File: src/rtl/line_buffer_ctrl.sv
// Upstream controller for the 3-line BRAM line buffer: AXI4-Stream pixels in, buffer write/read ports and window strobe out.
// Optional line-length error checking is compiled in when LBC_ERR_CHECK_EN is defined.
module line_buffer_ctrl #(
   parameter int unsigned DATA_WIDTH   = 32,
   parameter int unsigned LINE_WIDTH   = 1920,
   parameter int unsigned FRAME_HEIGHT = 1080
) (
   input  logic                  clk,
   input  logic                  rst,
   input  logic [DATA_WIDTH-1:0] s_axis_tdata,
   input  logic                  s_axis_tvalid,
   output logic                  s_axis_tready,
   input  logic                  s_axis_tuser,
   input  logic                  s_axis_tlast,
   output logic                  lb_en_wr,
   output logic [DATA_WIDTH-1:0] lb_pixel_in,
   output logic [10:0]           lb_write_x,
   output logic [1:0]            lb_write_row,
   output logic                  lb_en_rd,
   output logic [10:0]           lb_read_x,
   output logic [10:0]           lb_read_y,
   output logic                  win_valid,
   output logic [10:0]           win_x,
   output logic [10:0]           win_y,
   output logic                  win_sof,
   output logic                  win_eol,
   output logic                  err_short_line,
   output logic                  err_long_line
);

   localparam int unsigned CW = 11;
   localparam logic [CW-1:0] X_LAST = CW'(LINE_WIDTH - 1);
   localparam logic [CW-1:0] X_PEN  = CW'(LINE_WIDTH - 2);
   localparam logic [CW-1:0] Y_LAST = CW'(FRAME_HEIGHT - 1);

`ifdef LBC_ERR_CHECK_EN
   localparam bit ERR_EN = 1'b1;
`else
   localparam bit ERR_EN = 1'b0;
`endif

   typedef enum logic [1:0] {
      IDLE   = 2'd0,
      FILL   = 2'd1,
      STREAM = 2'd2,
      FLUSH  = 2'd3
   } state_t;

   state_t                state_q, state_d;
   logic [CW-1:0]         x_q, x_d;
   logic [CW-1:0]         y_q, y_d;
   logic [1:0]            row_q, row_d;
   logic                  flush_q, flush_d;
   logic                  drop_q, drop_d;
   logic                  err_short_q, err_short_d;
   logic                  err_long_q, err_long_d;

   logic                  en_wr_q, en_wr_d;
   logic [DATA_WIDTH-1:0] pixel_q, pixel_d;
   logic [CW-1:0]         wr_x_q, wr_x_d;
   logic [1:0]            wr_row_q, wr_row_d;
   logic                  en_rd_q, en_rd_d;
   logic [CW-1:0]         rd_x_q, rd_x_d;
   logic [CW-1:0]         rd_y_q, rd_y_d;
   logic                  win_valid_q, win_valid_d;
   logic [CW-1:0]         win_x_q, win_x_d;
   logic [CW-1:0]         win_y_q, win_y_d;
   logic                  win_sof_q, win_sof_d;
   logic                  win_eol_q, win_eol_d;

   logic                  accept_c;
   logic                  line_done_c;
   logic [1:0]            row_nxt_c;

   assign s_axis_tready = !rst && (state_q != FLUSH);
   assign accept_c      = s_axis_tvalid && s_axis_tready;
   assign row_nxt_c     = (row_q == 2'd2) ? 2'd0 : row_q + 2'd1;

   // Next-state, position tracking and buffer port control
   always_comb begin
      state_d     = state_q;
      x_d         = x_q;
      y_d         = y_q;
      row_d       = row_q;
      flush_d     = flush_q;
      drop_d      = drop_q;
      err_short_d = err_short_q;
      err_long_d  = err_long_q;
      en_wr_d     = 1'b0;
      pixel_d     = pixel_q;
      wr_x_d      = wr_x_q;
      wr_row_d    = wr_row_q;
      en_rd_d     = 1'b0;
      rd_x_d      = rd_x_q;
      rd_y_d      = rd_y_q;
      line_done_c = 1'b0;

      // Window strobe trails the read request by the buffer's read latency
      win_valid_d = en_rd_q;
      win_x_d     = rd_x_q;
      win_y_d     = rd_y_q + CW'(1);
      win_sof_d   = en_rd_q && (rd_x_q == '0) && (rd_y_q == '0);
      win_eol_d   = en_rd_q && (rd_x_q == X_LAST);

      if (accept_c && s_axis_tuser) begin
         state_d     = FILL;
         x_d         = CW'(1);
         y_d         = '0;
         row_d       = 2'd0;
         flush_d     = 1'b0;
         drop_d      = 1'b0;
         err_short_d = 1'b0;
         err_long_d  = 1'b0;
         en_wr_d     = 1'b1;
         pixel_d     = s_axis_tdata;
         wr_x_d      = '0;
         wr_row_d    = 2'd0;
      end else begin
         case (state_q)
            IDLE: begin
               state_d = IDLE;
            end
            FILL, STREAM: begin
               if (accept_c) begin
                  if (drop_q) begin
                     line_done_c = s_axis_tlast;
                  end else begin
                     en_wr_d  = 1'b1;
                     pixel_d  = s_axis_tdata;
                     wr_x_d   = x_q;
                     wr_row_d = row_q;
                     // Centre x-2 only needs columns up to x-1 of the current row
                     if ((state_q == STREAM) && (x_q >= CW'(2))) begin
                        en_rd_d = 1'b1;
                        rd_x_d  = x_q - CW'(2);
                        rd_y_d  = y_q - CW'(2);
                     end
                     if (x_q == X_LAST) begin
                        if (ERR_EN && !s_axis_tlast) begin
                           err_long_d = 1'b1;
                           drop_d     = 1'b1;
                        end else begin
                           line_done_c = 1'b1;
                        end
                     end else if (ERR_EN && s_axis_tlast) begin
                        err_short_d = 1'b1;
                        line_done_c = 1'b1;
                     end else begin
                        x_d = x_q + CW'(1);
                     end
                  end
               end
            end
            FLUSH: begin
               en_rd_d = 1'b1;
               rd_x_d  = flush_q ? X_LAST : X_PEN;
               rd_y_d  = y_q - CW'(2);
               flush_d = ~flush_q;
               if (flush_q) begin
                  x_d = '0;
                  if (y_q == Y_LAST) begin
                     state_d = IDLE;
                     y_d     = '0;
                     row_d   = 2'd0;
                  end else begin
                     state_d = STREAM;
                     y_d     = y_q + CW'(1);
                     row_d   = row_nxt_c;
                  end
               end
            end
            default: begin
               state_d = IDLE;
            end
         endcase

         if (line_done_c) begin
            drop_d = 1'b0;
            if (state_q == STREAM) begin
               state_d = FLUSH;
               flush_d = 1'b0;
            end else begin
               x_d   = '0;
               y_d   = y_q + CW'(1);
               row_d = row_nxt_c;
               if (y_q == CW'(1)) begin
                  state_d = STREAM;
               end
            end
         end
      end
   end

   always_ff @(posedge clk) begin
      if (rst) begin
         state_q     <= IDLE;
         x_q         <= '0;
         y_q         <= '0;
         row_q       <= 2'd0;
         flush_q     <= 1'b0;
         drop_q      <= 1'b0;
         err_short_q <= 1'b0;
         err_long_q  <= 1'b0;
         en_wr_q     <= 1'b0;
         pixel_q     <= '0;
         wr_x_q      <= '0;
         wr_row_q    <= 2'd0;
         en_rd_q     <= 1'b0;
         rd_x_q      <= '0;
         rd_y_q      <= '0;
         win_valid_q <= 1'b0;
         win_x_q     <= '0;
         win_y_q     <= '0;
         win_sof_q   <= 1'b0;
         win_eol_q   <= 1'b0;
      end else begin
         state_q     <= state_d;
         x_q         <= x_d;
         y_q         <= y_d;
         row_q       <= row_d;
         flush_q     <= flush_d;
         drop_q      <= drop_d;
         err_short_q <= err_short_d;
         err_long_q  <= err_long_d;
         en_wr_q     <= en_wr_d;
         pixel_q     <= pixel_d;
         wr_x_q      <= wr_x_d;
         wr_row_q    <= wr_row_d;
         en_rd_q     <= en_rd_d;
         rd_x_q      <= rd_x_d;
         rd_y_q      <= rd_y_d;
         win_valid_q <= win_valid_d;
         win_x_q     <= win_x_d;
         win_y_q     <= win_y_d;
         win_sof_q   <= win_sof_d;
         win_eol_q   <= win_eol_d;
      end
   end

   assign lb_en_wr       = en_wr_q;
   assign lb_pixel_in    = pixel_q;
   assign lb_write_x     = wr_x_q;
   assign lb_write_row   = wr_row_q;
   assign lb_en_rd       = en_rd_q;
   assign lb_read_x      = rd_x_q;
   assign lb_read_y      = rd_y_q;
   assign win_valid      = win_valid_q;
   assign win_x          = win_x_q;
   assign win_y          = win_y_q;
   assign win_sof        = win_sof_q;
   assign win_eol        = win_eol_q;
   assign err_short_line = err_short_q;
   assign err_long_line  = err_long_q;

endmodule
File: config.mk
export PLATFORM = sky130hd
export DESIGN_NAME = line_buffer_ctrl
export DESIGN_NICKNAME = d
export VERILOG_FILES = /design/src/rtl/line_buffer_ctrl.sv
export SDC_FILE = /design/constraint.sdc
export NUM_CORES = 1
export LEC_CHECK = 0
export ABC_AREA = 1
export BUFFER_PORTS_ARGS = -buffer_cell sky130_fd_sc_hd__buf_2
export CORE_MARGIN = 4
export CORE_UTILIZATION = 55
export DETAILED_ROUTE_END_ITERATION = 8
export GPL_TIMING_DRIVEN = 0
export PLACE_DENSITY = 0.85
export SLEW_MARGIN = 15
export SYNTH_ARGS = -nofsm -noshare
export SYNTH_HDL_FRONTEND = slang
export SYNTH_SLANG_ARGS = --single-unit
File: constraint.sdc
create_clock -name clk -period 2.8 [get_ports clk]
set_clock_uncertainty 0.15 [all_clocks]
set_input_delay 0.84 -clock clk [delete_from_list [all_inputs] [get_ports clk]]
set_output_delay 0.84 -clock clk [all_outputs]
set_load 0.005 [all_outputs]
# == Word level (Yosys, flattened, before mapping) ==
# Index checks and enable logic that the tools add are counted.
# totals
register_bits,121
inputBits,37
# op_classes
add_sub_neg,6
magnitude_cmp,1
eq_ne,11
mux,48
bitwise,2
n_reduce_logical,19
# op_table
op,n
$mux W11,14
$mux W32,3
$pmux W11 S2,3
$add A11 B1 Y11 const B,3
$eq A11 B11 Y1 const B,3
$logic_not A11 Y1,2
$mux W2,11
$sub A11 B2 Y11 const B,2
$mux W1,15
$eq A11 B1 Y1 const B,1
$ge A11 B2 Y1 const B,1
$logic_and A1 B1 Y1,7
$eq A2 B2 Y1 const B,3
$ne A2 B2 Y1 const B,3
$reduce_bool A2 Y1,3
$pmux W2 S2,1
$reduce_and A2 Y1,2
$reduce_and A4 Y1,1
$reduce_or A2 Y1,2
$add A2 B1 Y2 const B,1
$eq A2 B1 Y1 const B,1
$logic_not A2 Y1,1
$not A1 Y1,2
$pmux W1 S2,1
$logic_not A1 Y1,1

# == Logic depth before layout (Yosys ltp) ==
# depth
word_depth,8
depth_mapped,12
mapped_depth_nobuf,12

# == Worst setup path after synthesis ==
# Ideal clock, no wire load.
# synth_timing
path_kind,input -> register
startpoint,in rst
endpoint,reg rd_y_q[8] (netlist: lb_read_y[8])
setup_ps,113
arrival_time_ps,1903
setup_slack_ps,634
stages,11
path_buffers,3
path_cell_list,buf_6 > nor2_4 > nand2_4 > nor2_8 > inv_4 > nand2_2 > inv_4 > buf_6 > buf_8 > a21oi_2 > nor2_1
# synth_between
elab_chain_cells,6
word_cells_on_any_way,7
cone_classes,1 x eq/ne; 1 x bitwise; 5 x reduce/logical
# synth_lines
item,line_no,source
"start, declared",9,"input logic rst,"
$logic_not A1 Y1 *,75,assign s_axis_tready = !rst && (state_q != FLUSH);
$logic_and A1 B1 Y1 *,75,
named net s_axis_tready,12,"output logic s_axis_tready,"
$logic_and A1 B1 Y1 *,76,assign accept_c = s_axis_tvalid && s_axis_tready;
"parallel branches: the longest is 2 deep, another holds $ne A2 B2 Y1",-,
$reduce_and A4 Y1 (no line) *,-,
"end signal, assigned",231,rd_y_q <= rd_y_d;
"end, declared",64,"logic [CW-1:0] rd_y_q, rd_y_d;"
# Mark *: on every way through the listed nets, which the timed path passes.
# A chain may end at the register's enable or synchronous reset.

# == Final worst setup path ==
# layout_timing
startpoint,reg state_q[1]
endpoint,out s_axis_tready
# layout_between
elab_chain_cells,2
# layout_lines
item,line_no,source
"start, declared",49,"state_t state_q, state_d;"
"start signal, assigned",217,state_q <= state_d;
$ne A2 B2 Y1,75,
$logic_and A1 B1 Y1,75,
"end, declared",12,
# Every way passes these cells.

==> run summary <==
========================================================================================================
Sum of overflow across all layers after global routing                                                 0
Worst-Skew Late Latency                                                                           530 ps
Final critical delay including setup and external delays                                         2470 ps
Hold violation count in the final report                                                               0
Final HPWL from detailed placement                                                          11,000 microns
Number of distinct standard cells referenced by the synthesized netlist                               42
Arrival time at the worst endpoint                                                               1480 ps
Maximum number of buffers from clock root to sink                                                      2
Crit-path max FO                                                                                       6
Maximum clock rate                                                                               405 MHz
Worst min-delay path class                                                                  register to register
Average footprint of a synthesized cell                                                       7.44 sq um
Die height                                                                                   111 microns
Library cell used as clock root buffer                                                      sky130_fd_sc_hd__clkbuf_8
Detail-routed net length per standard cell                                                  14.9 microns
Per-cell via count in the routed design                                                             5.36
Vias after detailed routing                                                                        5,787
Number of failing setup endpoints in the final timing report                                           0
FILL cells                                                                                           812
Number of clock buffers inserted by TritonCTS                                                         17
Area share of the largest cell type after synthesis                                                41.7%
Pins over their slew limit                                                                             0
Vias in the first global route                                                                     5,390
Final sum of negative setup slack                                                                   0 ps
Die Wd                                                                                       111 microns
Crit Path Class                                                                             register to output port
Initial core utilization                                                                           56.2%
Most used cells in the layout excluding fill and tap cells                                  145 x sky130_fd_sc_hd__nor2_1, 137 x sky130_fd_sc_hd__buf_2, 121 x sky130_fd_sc_hd__nand2_1, 121 x sky130_fd_sc_hd__dfxtp_1, 65 x sky130_fd_sc_hd__o21ai_0
All-layer global routing usage                                                                     25.6%
Area of the die                                                                             12,300 sq um
FF+latch count, synth                                                                                121
Post-CTS clock slew at the launch and capture registers of the worst setup and hold paths          60 ps
Element type at the critical path end                                                        output port
Post-layout worst setup margin                                                                    333 ps
Number of violations reported at the end of detailed-routing iteration 0                             423
Number of instances in the synthesized netlist                                                       781
Worst Hold Depth                                                                                       2
Fin cells                                                                                          1,079
Antenna cells                                                                                          0
Number of antenna violations at the first check in global routing                                      0
DR pass1 iterations                                                                                    5
Synthesized cell area                                                                         5810 sq um
Fraction of the yosys area taken by sequential cells                                               41.7%
Outcome                                                                                     finished clean
Post-route core utilization                                                                        69.8%
Maximum number of pins on one net before global-route repair                                          17
First-pass GRT wire length                                                                  26,400 microns
Pre-CTS setup slack                                                                               465 ps
Reg2reg setup slack                                                                               470 ps
Depth of the most critical reg-to-reg path                                                             8
# Max-Cap Violations                                                                                   0
Wirelength, routed                                                                          16,100 microns
Core footprint                                                                              10,300 sq um
# port buffers                                                                                       129
Data required, critical path                                                                     1810 ps
Count of placed standard cells including taps                                                      1,047
Total of hold buffers inserted after clock tree synthesis                                              0
Count of warnings emitted by yosys                                                                     0
P per Cell Area                                                                              585 nW/um^2
Max IR drop VDD                                                                                 0.391 mV
Part of the cycle the worst path needs                                                             88.1%
Leading area contributor after synthesis                                                    sky130_fd_sc_hd__dfxtp_1
Net count of the finished layout                                                                     980
Launch instance of the worst min-delay path                                                 lb_write_row[0]$_SDFFE_PP0P_
Share of final-layout standard cells stronger than drive strength 1                                27.1%
RSZ-0062 raised after global routing                                                                  no
H-tree depth                                                                                           4
Synth top area cells                                                                        sky130_fd_sc_hd__dfxtp_1 42%, sky130_fd_sc_hd__nor2_1 9.4%, sky130_fd_sc_hd__nand2_1 7.8%
TritonCTS clock tree                                                                               built
Number of buffers inserted by post-CTS setup repair                                                    0
Row Count                                                                                             37
Origin of the critical flop-to-flop path                                                    state_q[1]$_SDFF_PP0_
Relative slew slack                                                                                50.9%
Io pins                                                                                              134
Clock tree sinks                                                                                     121
DR DRC count                                                                                           0
Last weighted congestion value of the routability-driven placer                                    0.959
Number of resized instances in the post-cts repair step                                                0
Static leakage                                                                                   3.22 nW
Worst min-delay path endpoint                                                               lb_write_row[0]$_SDFFE_PP0P_
Post-DRT Antenna Nets                                                                                  0
Worst-margin pin slew                                                                             737 ps
Commonest non-fill, non-tap cell in the layout                                              sky130_fd_sc_hd__nor2_1
Startpoint Class                                                                                register
Overall power                                                                                    4.21 mW
Area grow syn2layout                                                                               24.0%
R2r endpoint                                                                                x_q[1]$_SDFF_PP0_
========================================================================================================
[state kept, by name, summed over array words and instances, names as in the netlist, 2 cells and up]
signal        flops
lb_pixel_in      32
lb_read_x        11
lb_read_y        11
lb_write_row      2
lb_write_x       11
row_q             2
state_q           2
win_x            11
win_y            11
x_q              11
y_q              11
[worst max-delay path, cell delays in order, from the launching register on]
cell                      delay, ps
sky130_fd_sc_hd__dfxtp_1        380
sky130_fd_sc_hd__ha_1           360
sky130_fd_sc_hd__nor2_4          90
sky130_fd_sc_hd__buf_2          140
[how the worst max path moves through the flow]
stage,startpoint,end,slack (ps),cells after the start
after CTS,state_q[1]$_SDFF_PP0_,s_axis_tready,320,3
after floorplan,rst,lb_read_y[8]$_SDFFE_PP0P_,630,11
after detailed placement,rst,lb_read_y[3]$_SDFFE_PP0P_,470,11
after global routing,state_q[1]$_SDFF_PP0_,s_axis_tready,280,3
after global placement,rst,lb_write_x[3]$_SDFFE_PP0P_,490,8
final,state_q[1]$_SDFF_PP0_,s_axis_tready,330,3
[kinds of logic after synthesis]
kind of cell               synth area share (%)
adders and majority gates                  2.80
xor gates and xnor gates                   1.81
and+or+nand+nor                            30.8
AOI/OAI and AO/OA                          13.7
buffers and inverters                      9.07
DFF                                        41.7
other                                    0.0646
[routing by layer]
layer  share of wire [%]  wire length (microns)  GRT usage, %  vias up
li1                    -                      -             -     2832
met4                 2.7                    428          10.2        0
met5                   0                      0             0        -
met3                 8.0                   1280          5.29       41
met2                  47                   7480          41.9      316
met1                  43                   6890          33.1     2598
[power by group]
group	total, mW	switching (mW)	leakage [nW]	internal [mW]
registers	1.80	0.0319	0.982	1.77
clock network	2.12	0.830	0.270	1.29
logic	0.290	0.174	1.97	0.117
[area by class of cell]
class / count / area, sq um / area share, %
Multi-Input combinational cell: 551 / 2860 / 39.7
Sequential cell: 121 / 2420 / 33.6
Timing Repair Buffer: 129 / 646 / 8.96
Clock buffer: 18 / 428 / 5.94
Inverter: 72 / 278 / 3.86
Buffer: 38 / 249 / 3.46
Tap cell: 136 / 170 / 2.36
Clock inverter: 14 / 148 / 2.05
[cell usage after synthesis (all sizes together)]
| cell type | number |
|---|---|
| nor2 | 156 |
| nand2 | 130 |
| dfxtp | 121 |
| nand3 | 72 |
| inv | 69 |
| o21ai | 66 |
| a21oi | 64 |
| buf | 22 |
| clkbuf | 16 |
| ha | 13 |
| nand4 | 11 |
| nor3 | 11 |
| xor2 | 9 |
| nor4 | 5 |
| clkinv | 3 |
| o211ai | 3 |
| xnor2 | 3 |
| or2 | 2 |
| a21boi | 1 |
| a22oi | 1 |
| a31oi | 1 |
| conb | 1 |
| o21a | 1 |
[through the flow]
| stage | instance area [sq um] | hold slack (ps) |
|---|---|---|
| 2_1_floorplan | 5810 | 294 |
| 3_3_place_gp | 6630 | 304 |
| 3_5_place_dp | 6630 | 303 |
| 4_1_cts | 7200 | 317 |
| 5_1_grt | 7200 | 348 |
| 6_report | 7200 | 310 |
Note: power is estimated with default switching activity, not from simulation.
